**config.mk**
```make
export PLATFORM = sky130hd
export DESIGN_NAME = mc_control_unit_flat
export DESIGN_NICKNAME = d
export VERILOG_FILES = /design/src/rtl/mc_ctrl_pkg.sv /design/src/rtl/mc_control_unit_if.sv /design/src/rtl/mc_control_unit_decode.sv /design/src/rtl/mc_control_unit.sv /design/src/flat_wrapper.sv
export SDC_FILE = /design/constraint.sdc
export NUM_CORES = 1
export LEC_CHECK = 0
export CAP_MARGIN = 5
export CORE_MARGIN = 5
export CORE_UTILIZATION = 46
export DETAILED_ROUTE_END_ITERATION = 16
export PLACE_DENSITY = 0.91
export SYNTH_ARGS = -nofsm -noshare
export SYNTH_HDL_FRONTEND = slang
export SYNTH_SLANG_ARGS = --single-unit
export TNS_END_PERCENT = 1
```
**constraint.sdc**
```tcl
create_clock -name CLK -period 2.87 [get_ports CLK]
set_clock_uncertainty 0.15 [all_clocks]
set_input_delay 0.574 -clock CLK [delete_from_list [all_inputs] [get_ports CLK]]
set_output_delay 0.574 -clock CLK [all_outputs]
set_load 0.01 [all_outputs]
```
**src/rtl/mc_ctrl_pkg.sv**
```systemverilog
// Shared encodings for the multi-cycle MIPS control unit: states, opcodes,
// control-field encodings and small opcode classification helpers.
package mc_ctrl_pkg;

    typedef enum logic [2:0] {
        S_IF     = 3'b000,
        S_ID     = 3'b001,
        S_EXE_LS = 3'b010,
        S_MEM    = 3'b011,
        S_WB_LD  = 3'b100,
        S_EXE_BR = 3'b101,
        S_EXE_AL = 3'b110,
        S_WB_AL  = 3'b111
    } state_e;

    localparam logic [5:0] OP_ADD  = 6'b000000;
    localparam logic [5:0] OP_SUB  = 6'b000001;
    localparam logic [5:0] OP_ADDI = 6'b000010;
    localparam logic [5:0] OP_OR   = 6'b010000;
    localparam logic [5:0] OP_AND  = 6'b010001;
    localparam logic [5:0] OP_ORI  = 6'b010010;
    localparam logic [5:0] OP_SLL  = 6'b011000;
    localparam logic [5:0] OP_SLT  = 6'b100110;
    localparam logic [5:0] OP_SW   = 6'b110000;
    localparam logic [5:0] OP_LW   = 6'b110001;
    localparam logic [5:0] OP_BEQ  = 6'b110100;
    localparam logic [5:0] OP_BNE  = 6'b110101;
    localparam logic [5:0] OP_J    = 6'b111000;
    localparam logic [5:0] OP_JR   = 6'b111001;
    localparam logic [5:0] OP_JAL  = 6'b111010;
    localparam logic [5:0] OP_HALT = 6'b111111;

    localparam logic [2:0] ALU_ADD = 3'b000;
    localparam logic [2:0] ALU_SUB = 3'b001;
    localparam logic [2:0] ALU_SLL = 3'b010;
    localparam logic [2:0] ALU_OR  = 3'b011;
    localparam logic [2:0] ALU_AND = 3'b100;
    localparam logic [2:0] ALU_SLT = 3'b110;

    localparam logic [1:0] PCS_SEQ    = 2'b00;
    localparam logic [1:0] PCS_BRANCH = 2'b01;
    localparam logic [1:0] PCS_JR     = 2'b10;
    localparam logic [1:0] PCS_JUMP   = 2'b11;

    localparam logic [1:0] RD_R31 = 2'b00;
    localparam logic [1:0] RD_RT  = 2'b01;
    localparam logic [1:0] RD_RD  = 2'b10;

    typedef enum logic [2:0] {
        CL_ALU_R,
        CL_ALU_I,
        CL_MEM,
        CL_BRANCH,
        CL_JUMP,
        CL_HALT,
        CL_NOP
    } op_class_e;

    typedef struct packed {
        logic       pc_wre;
        logic       ir_wre;
        logic       ins_mem_rw;
        logic       ext_sel;
        logic       alu_src_a;
        logic       alu_src_b;
        logic [2:0] alu_op;
        logic [1:0] pc_src;
        logic       m_rd;
        logic       m_wr;
        logic [1:0] reg_dst;
        logic       reg_wre;
        logic       wr_reg_d_src;
        logic       db_data_src;
    } ctrl_t;

    function automatic op_class_e classify(input logic [5:0] op);
        case (op)
            OP_ADD, OP_SUB, OP_OR, OP_AND, OP_SLL, OP_SLT: return CL_ALU_R;
            OP_ADDI, OP_ORI:                               return CL_ALU_I;
            OP_SW, OP_LW:                                  return CL_MEM;
            OP_BEQ, OP_BNE:                                return CL_BRANCH;
            OP_J, OP_JR, OP_JAL:                           return CL_JUMP;
            OP_HALT:                                       return CL_HALT;
            default:                                       return CL_NOP;
        endcase
    endfunction

    // Address arithmetic for loads/stores shares the adder; branches compare by subtraction.
    function automatic logic [2:0] alu_op_of(input logic [5:0] op);
        case (op)
            OP_SUB, OP_BEQ, OP_BNE: return ALU_SUB;
            OP_OR, OP_ORI:          return ALU_OR;
            OP_AND:                 return ALU_AND;
            OP_SLL:                 return ALU_SLL;
            OP_SLT:                 return ALU_SLT;
            default:                return ALU_ADD;
        endcase
    endfunction

endpackage

```
**src/rtl/mc_control_unit_if.sv**
```systemverilog
// Control-unit to datapath bundle: instruction fields in, control strobes out.
interface mc_ctrl_if #(
    parameter int OPW = 6,
    parameter int SW  = 3
);
    logic [OPW-1:0] opcode;
    logic           zero;
    logic [SW-1:0]  state_o;
    logic           PCWre;
    logic           IRWre;
    logic           InsMemRW;
    logic           ExtSel;
    logic           ALUSrcA;
    logic           ALUSrcB;
    logic [2:0]     ALUOp;
    logic [1:0]     PCSrc;
    logic           mRD;
    logic           mWR;
    logic [1:0]     RegDst;
    logic           RegWre;
    logic           WrRegDSrc;
    logic           DBDataSrc;

    modport master (
        input  opcode, zero,
        output state_o, PCWre, IRWre, InsMemRW, ExtSel, ALUSrcA, ALUSrcB, ALUOp,
               PCSrc, mRD, mWR, RegDst, RegWre, WrRegDSrc, DBDataSrc
    );

    modport slave (
        output opcode, zero,
        input  state_o, PCWre, IRWre, InsMemRW, ExtSel, ALUSrcA, ALUSrcB, ALUOp,
               PCSrc, mRD, mWR, RegDst, RegWre, WrRegDSrc, DBDataSrc
    );
endinterface

```
**src/rtl/mc_control_unit_decode.sv**
```systemverilog
// Purely combinational strobe decode from (state, opcode, zero).
module mc_ctrl_decode
    import mc_ctrl_pkg::*;
#(
    parameter int OPW = 6
) (
    input  state_e         state,
    input  logic [OPW-1:0] opcode,
    input  logic           zero,
    output ctrl_t          ctrl
);

    op_class_e cls;
    logic      br_taken;

    assign cls      = classify(opcode);
    assign br_taken = (opcode == OP_BEQ && zero) || (opcode == OP_BNE && !zero);

    always_comb begin
        ctrl            = '0;
        ctrl.ins_mem_rw = 1'b1;
        // Operand selection depends only on the held opcode, so it is stable from ID to WB.
        ctrl.ext_sel    = !(opcode == OP_ORI || opcode == OP_SLL);
        ctrl.alu_src_a  = (opcode == OP_SLL);
        ctrl.alu_src_b  = (opcode == OP_ADDI) || (opcode == OP_ORI) ||
                          (opcode == OP_LW)   || (opcode == OP_SW);
        ctrl.alu_op     = alu_op_of(opcode);

        case (state)
            S_IF: ctrl.ir_wre = 1'b1;
            S_ID: begin
                if (cls == CL_JUMP) begin
                    ctrl.pc_wre = 1'b1;
                    ctrl.pc_src = (opcode == OP_JR) ? PCS_JR : PCS_JUMP;
                    if (opcode == OP_JAL) begin
                        ctrl.reg_wre      = 1'b1;
                        ctrl.reg_dst      = RD_R31;
                        ctrl.wr_reg_d_src = 1'b0;
                    end
                end else if (cls == CL_NOP) begin
                    ctrl.pc_wre = 1'b1;
                end
            end
            S_EXE_BR: begin
                ctrl.pc_wre = 1'b1;
                if (br_taken) ctrl.pc_src = PCS_BRANCH;
            end
            S_MEM: begin
                ctrl.m_rd   = (opcode == OP_LW);
                ctrl.m_wr   = (opcode == OP_SW);
                ctrl.pc_wre = (opcode == OP_SW);
            end
            S_WB_AL: begin
                ctrl.pc_wre       = 1'b1;
                ctrl.reg_wre      = 1'b1;
                ctrl.reg_dst      = (cls == CL_ALU_R) ? RD_RD : RD_RT;
                ctrl.wr_reg_d_src = 1'b1;
            end
            S_WB_LD: begin
                ctrl.pc_wre       = 1'b1;
                ctrl.reg_wre      = 1'b1;
                ctrl.reg_dst      = RD_RT;
                ctrl.db_data_src  = 1'b1;
                ctrl.wr_reg_d_src = 1'b1;
            end
            default: ;
        endcase
    end

endmodule

```
**src/rtl/mc_control_unit.sv**
```systemverilog
// Multi-cycle control FSM: owns the state register and the sticky halt flag,
// and forces all strobes quiet (except instruction fetch read) during reset.
module mc_control_unit
    import mc_ctrl_pkg::*;
#(
    parameter int OPW = 6,
    parameter int SW  = 3
) (
    input  logic         CLK,
    input  logic         RST,
    mc_ctrl_if.master    bus
);

    state_e    state_q, state_d;
    logic      halted_q, halted_d;
    op_class_e cls;
    ctrl_t     dec;
    ctrl_t     ctrl;

    assign cls = classify(bus.opcode);

    mc_ctrl_decode #(.OPW(OPW)) u_decode (
        .state  (state_q),
        .opcode (bus.opcode),
        .zero   (bus.zero),
        .ctrl   (dec)
    );

    always_comb begin
        state_d  = state_q;
        halted_d = halted_q;
        case (state_q)
            S_IF: if (!halted_q) state_d = S_ID;
            S_ID: begin
                case (cls)
                    CL_ALU_R, CL_ALU_I: state_d = S_EXE_AL;
                    CL_BRANCH:          state_d = S_EXE_BR;
                    CL_MEM:             state_d = S_EXE_LS;
                    CL_HALT: begin
                        state_d  = S_IF;
                        halted_d = 1'b1;
                    end
                    default:            state_d = S_IF;
                endcase
            end
            S_EXE_AL: state_d = S_WB_AL;
            S_WB_AL:  state_d = S_IF;
            S_EXE_BR: state_d = S_IF;
            S_EXE_LS: state_d = S_MEM;
            S_MEM:    state_d = (bus.opcode == OP_LW) ? S_WB_LD : S_IF;
            S_WB_LD:  state_d = S_IF;
            default:  state_d = S_IF;
        endcase
    end

    always_ff @(posedge CLK) begin
        if (RST) begin
            state_q  <= S_IF;
            halted_q <= 1'b0;
        end else begin
            state_q  <= state_d;
            halted_q <= halted_d;
        end
    end

    // Halt parks the FSM in IF; suppressing IRWre keeps the halt word in the IR.
    always_comb begin
        ctrl        = dec;
        ctrl.ir_wre = dec.ir_wre & ~halted_q;
        if (RST) begin
            ctrl            = '0;
            ctrl.ins_mem_rw = 1'b1;
        end
    end

    assign bus.state_o   = SW'(state_q);
    assign bus.PCWre     = ctrl.pc_wre;
    assign bus.IRWre     = ctrl.ir_wre;
    assign bus.InsMemRW  = ctrl.ins_mem_rw;
    assign bus.ExtSel    = ctrl.ext_sel;
    assign bus.ALUSrcA   = ctrl.alu_src_a;
    assign bus.ALUSrcB   = ctrl.alu_src_b;
    assign bus.ALUOp     = ctrl.alu_op;
    assign bus.PCSrc     = ctrl.pc_src;
    assign bus.mRD       = ctrl.m_rd;
    assign bus.mWR       = ctrl.m_wr;
    assign bus.RegDst    = ctrl.reg_dst;
    assign bus.RegWre    = ctrl.reg_wre;
    assign bus.WrRegDSrc = ctrl.wr_reg_d_src;
    assign bus.DBDataSrc = ctrl.db_data_src;

endmodule

```
**src/flat_wrapper.sv**
```systemverilog
// flat-port wrapper written by rule: the top's interface ports become plain ports
module mc_control_unit_flat import mc_ctrl_pkg::*;
#(
    parameter int OPW = 6,
    parameter int SW  = 3
)
  (CLK, RST, bus_opcode, bus_zero, bus_state_o, bus_PCWre, bus_IRWre, bus_InsMemRW, bus_ExtSel, bus_ALUSrcA, bus_ALUSrcB, bus_ALUOp, bus_PCSrc, bus_mRD, bus_mWR, bus_RegDst, bus_RegWre, bus_WrRegDSrc, bus_DBDataSrc);
  mc_ctrl_if #(.OPW(OPW), .SW(SW)) bus_i ();
  input  logic CLK;
  input  logic RST;
  input wire logic [$bits(bus_i.opcode)-1:0] bus_opcode;
  input wire logic [$bits(bus_i.zero)-1:0] bus_zero;
  output wire logic [$bits(bus_i.state_o)-1:0] bus_state_o;
  output wire logic [$bits(bus_i.PCWre)-1:0] bus_PCWre;
  output wire logic [$bits(bus_i.IRWre)-1:0] bus_IRWre;
  output wire logic [$bits(bus_i.InsMemRW)-1:0] bus_InsMemRW;
  output wire logic [$bits(bus_i.ExtSel)-1:0] bus_ExtSel;
  output wire logic [$bits(bus_i.ALUSrcA)-1:0] bus_ALUSrcA;
  output wire logic [$bits(bus_i.ALUSrcB)-1:0] bus_ALUSrcB;
  output wire logic [$bits(bus_i.ALUOp)-1:0] bus_ALUOp;
  output wire logic [$bits(bus_i.PCSrc)-1:0] bus_PCSrc;
  output wire logic [$bits(bus_i.mRD)-1:0] bus_mRD;
  output wire logic [$bits(bus_i.mWR)-1:0] bus_mWR;
  output wire logic [$bits(bus_i.RegDst)-1:0] bus_RegDst;
  output wire logic [$bits(bus_i.RegWre)-1:0] bus_RegWre;
  output wire logic [$bits(bus_i.WrRegDSrc)-1:0] bus_WrRegDSrc;
  output wire logic [$bits(bus_i.DBDataSrc)-1:0] bus_DBDataSrc;
  assign bus_i.opcode = bus_opcode;
  assign bus_i.zero = bus_zero;
  assign bus_state_o = bus_i.state_o;
  assign bus_PCWre = bus_i.PCWre;
  assign bus_IRWre = bus_i.IRWre;
  assign bus_InsMemRW = bus_i.InsMemRW;
  assign bus_ExtSel = bus_i.ExtSel;
  assign bus_ALUSrcA = bus_i.ALUSrcA;
  assign bus_ALUSrcB = bus_i.ALUSrcB;
  assign bus_ALUOp = bus_i.ALUOp;
  assign bus_PCSrc = bus_i.PCSrc;
  assign bus_mRD = bus_i.mRD;
  assign bus_mWR = bus_i.mWR;
  assign bus_RegDst = bus_i.RegDst;
  assign bus_RegWre = bus_i.RegWre;
  assign bus_WrRegDSrc = bus_i.WrRegDSrc;
  assign bus_DBDataSrc = bus_i.DBDataSrc;
  mc_control_unit #(.OPW(OPW), .SW(SW)) u_core (.CLK(CLK), .RST(RST), .bus(bus_i));
endmodule
```
==> out/results.ini <==
[grt]
antenna_found_initial=0
grt_pass1_wl_mm=4.93
grt_usage=0.236
grt_overflow=0
grt_pass1_vias=1095
grt_max_degree=15

[flow_run]
maxCapViolations=0

[clocking]
cts_buffers=3
cts_hold_buf=0
cts-root-buf=clkbuf_4
clock-sinks=4
clkLatencyLatePin_ns=0.23
cts_tree=done
cts_buffer_depth=2
path_clk_slew_ns=0.03
htree_levels=1

[drt]
dr.pass1.iters=5
drc=0
ant_nets=0
viasPerCell=6.52
avgRoutedWirePerCell_um=18.0
drt-total-wl_mm=3.37
drtIter0Drc=72
dr_total_vias=1220

[power]
powerDensity_nw_per_um2=235
ir_drop_v=0.000284
p_total_mw=0.310
p_leak_nw=0.617

[place]
numPortBuffers=28
gp_congestion=0.856
placed_area_um2=1230
dp_hpwl_mm=2.11

[synthesis]
yosys.area_share.xor_xnor=0.0230
netlist_instances=120
synthSimpleGateAreaFrac=0.429
synthAdderAreaFrac=0
ys_types=43
yosys_warnings=0
avgSynthCellArea_um2=6.34
yosys_register_bits=4
synthMuxAreaShare=0
synth_top_family_by_area=simple AND/OR/NAND/NOR gates
syn-num-nets=129
synth_edf_count=0
ys.flop_type=dfxtp_1
async_flop_share=0
synth_compound_area_frac=0.304
ys_seq_area_frac=0.105
synth_area_um2=761

[worst_setup_path]
cp_data_arrival_time_ns=2.18
worst-path-max-fanout=3
end_kind=primary output
start_kind=input pin
cp_data_required_time_ns=2.15
worstSetupPathType=in2out
r2r_slack_ns=1.35

[cells_and_area]
layout_commonest_cell=buf_4
design_area_um2=1320
nFillCells=76
final_util=0.856
drive_above_1_share=0.345
final_cell_mix=buf_4, nor2_1, a21oi_1, dlygate4sd2_1, clkdlybuf4s50_1
area_growth_pct=73.5
layout.nets=182
n_antenna_cell=0

[sta]
fmax_mhz=345
rsz0062_at_grt=true
slew_viol_final=0
post-route-period-util=1.01
setup_viol=1
period_needed_ns=2.90
hold_viol=0
setup_tns_ns=-0.0295
layout_setup_ws_ns=-0.0295
hold_ws_ns=0.328

[floorplanning]
start_util=0.494
die_h_um=50.7
chipWidth_um=50.7
die-area_um2=2570
ioPinCount=30
num_rows=14
core-area_um2=1540

[min_path]
hold_path.class=reg2reg

[run_status]
status=finished, violations left
violations=negative setup slack

routing by layer:
| layer | up-vias | global-route usage | share of wire |
|---|---|---|---|
| li1 | 546 | - | - |
| met1 | 563 | 0.287 | 0.38 |
| met2 | 92 | 0.411 | 0.49 |
| met3 | 19 | 0.0325 | 0.093 |
| met4 | 0 | 0.0894 | 0.036 |
| met5 | - | 0 | 0 |
power by group:
part	internal [mW]	leakage [nW]	switching (mW)
logic	0.0847	0.571	0.0928
registers	0.0595	0.0328	0.00462
clock network	0.0467	0.0138	0.0216
total	0.191	0.617	0.119
critical path, cell delays in order:
cell and delay (ns):
clkdlybuf4s50_1 0.52, nand2_1 0.09, or4_4 0.49, a311oi_2 0.31, buf_2 0.20
flip-flops by register name, summed over array words and instances, names as in the netlist:
name,count
u_core.halted_q,1
u_core.bus.state_o,3
kinds of logic (layout without fill, tap and decap cells):
logic type,after synthesis,after routing
and+or+nand+nor,59,59
AOI/OAI and AO/OA,34,34
buffers and inverters,20,71
DFF,4,4
xor gates and xnor gates,2,2
other,1,1
cell type report:
type                    count  area, um2  share of cell area
well taps                  16       20.0              0.0152
clock buffers               3       22.5              0.0171
inverters                   5       18.8              0.0142
multi-input cells          96        647               0.490
repair buffers             63        532               0.403
flip-flops and latches      4       80.1              0.0607
synth_stat cells (all sizes together), types with 2 or more instances:
library cell	instances	area (um2)
nor2	16	60.1
a21oi	11	55.1
buf	10	63.8
nand2	6	22.5
nor4	6	37.5
a31oi	5	31.3
clkbuf	5	18.8
inv	5	18.8
nand3	5	25.0
nor3	5	30.0
dfxtp	4	80.1
a211oi	3	22.5
nand2b	3	18.8
nor2b	3	18.8
nor4b	3	26.3
o21ai	3	15.0
a311oi	2	23.8
and4	2	17.5
nand4	2	12.5
nor3b	2	15.0
o31a	2	17.5
xor2	2	17.5
through the flow:
| step | worst slack, ns | cells |
|---|---|---|
| after detailed placement | -0.505 | 182 |
| after global routing | -0.0423 | 187 |
| after global placement | -0.484 | 182 |
| after floorplan | 0.502 | 120 |
| after CTS | -0.161 | 185 |
| final | -0.0295 | 187 |
what timing repair did:
item                                   4_1_cts  5_1_grt
endpoints found under the hold margin        0        0
pin swaps                                    1        3
setup endpoints to repair                   14       13
setup buffers                                0        2
gates cloned                                 0        0
gates resized for setup                     32       21
final timing paths:
check	cells after the start	to	startpoint
max	5	bus_RegWre	bus_opcode[3]
min	2	u_core.halted_q	u_core.halted_q
max reg2reg	4	u_core.bus.state_o[2]	u_core.bus.state_o[1]
min reg2reg	2	u_core.halted_q	u_core.halted_q
Note: power is estimated with default switching activity, not from simulation.
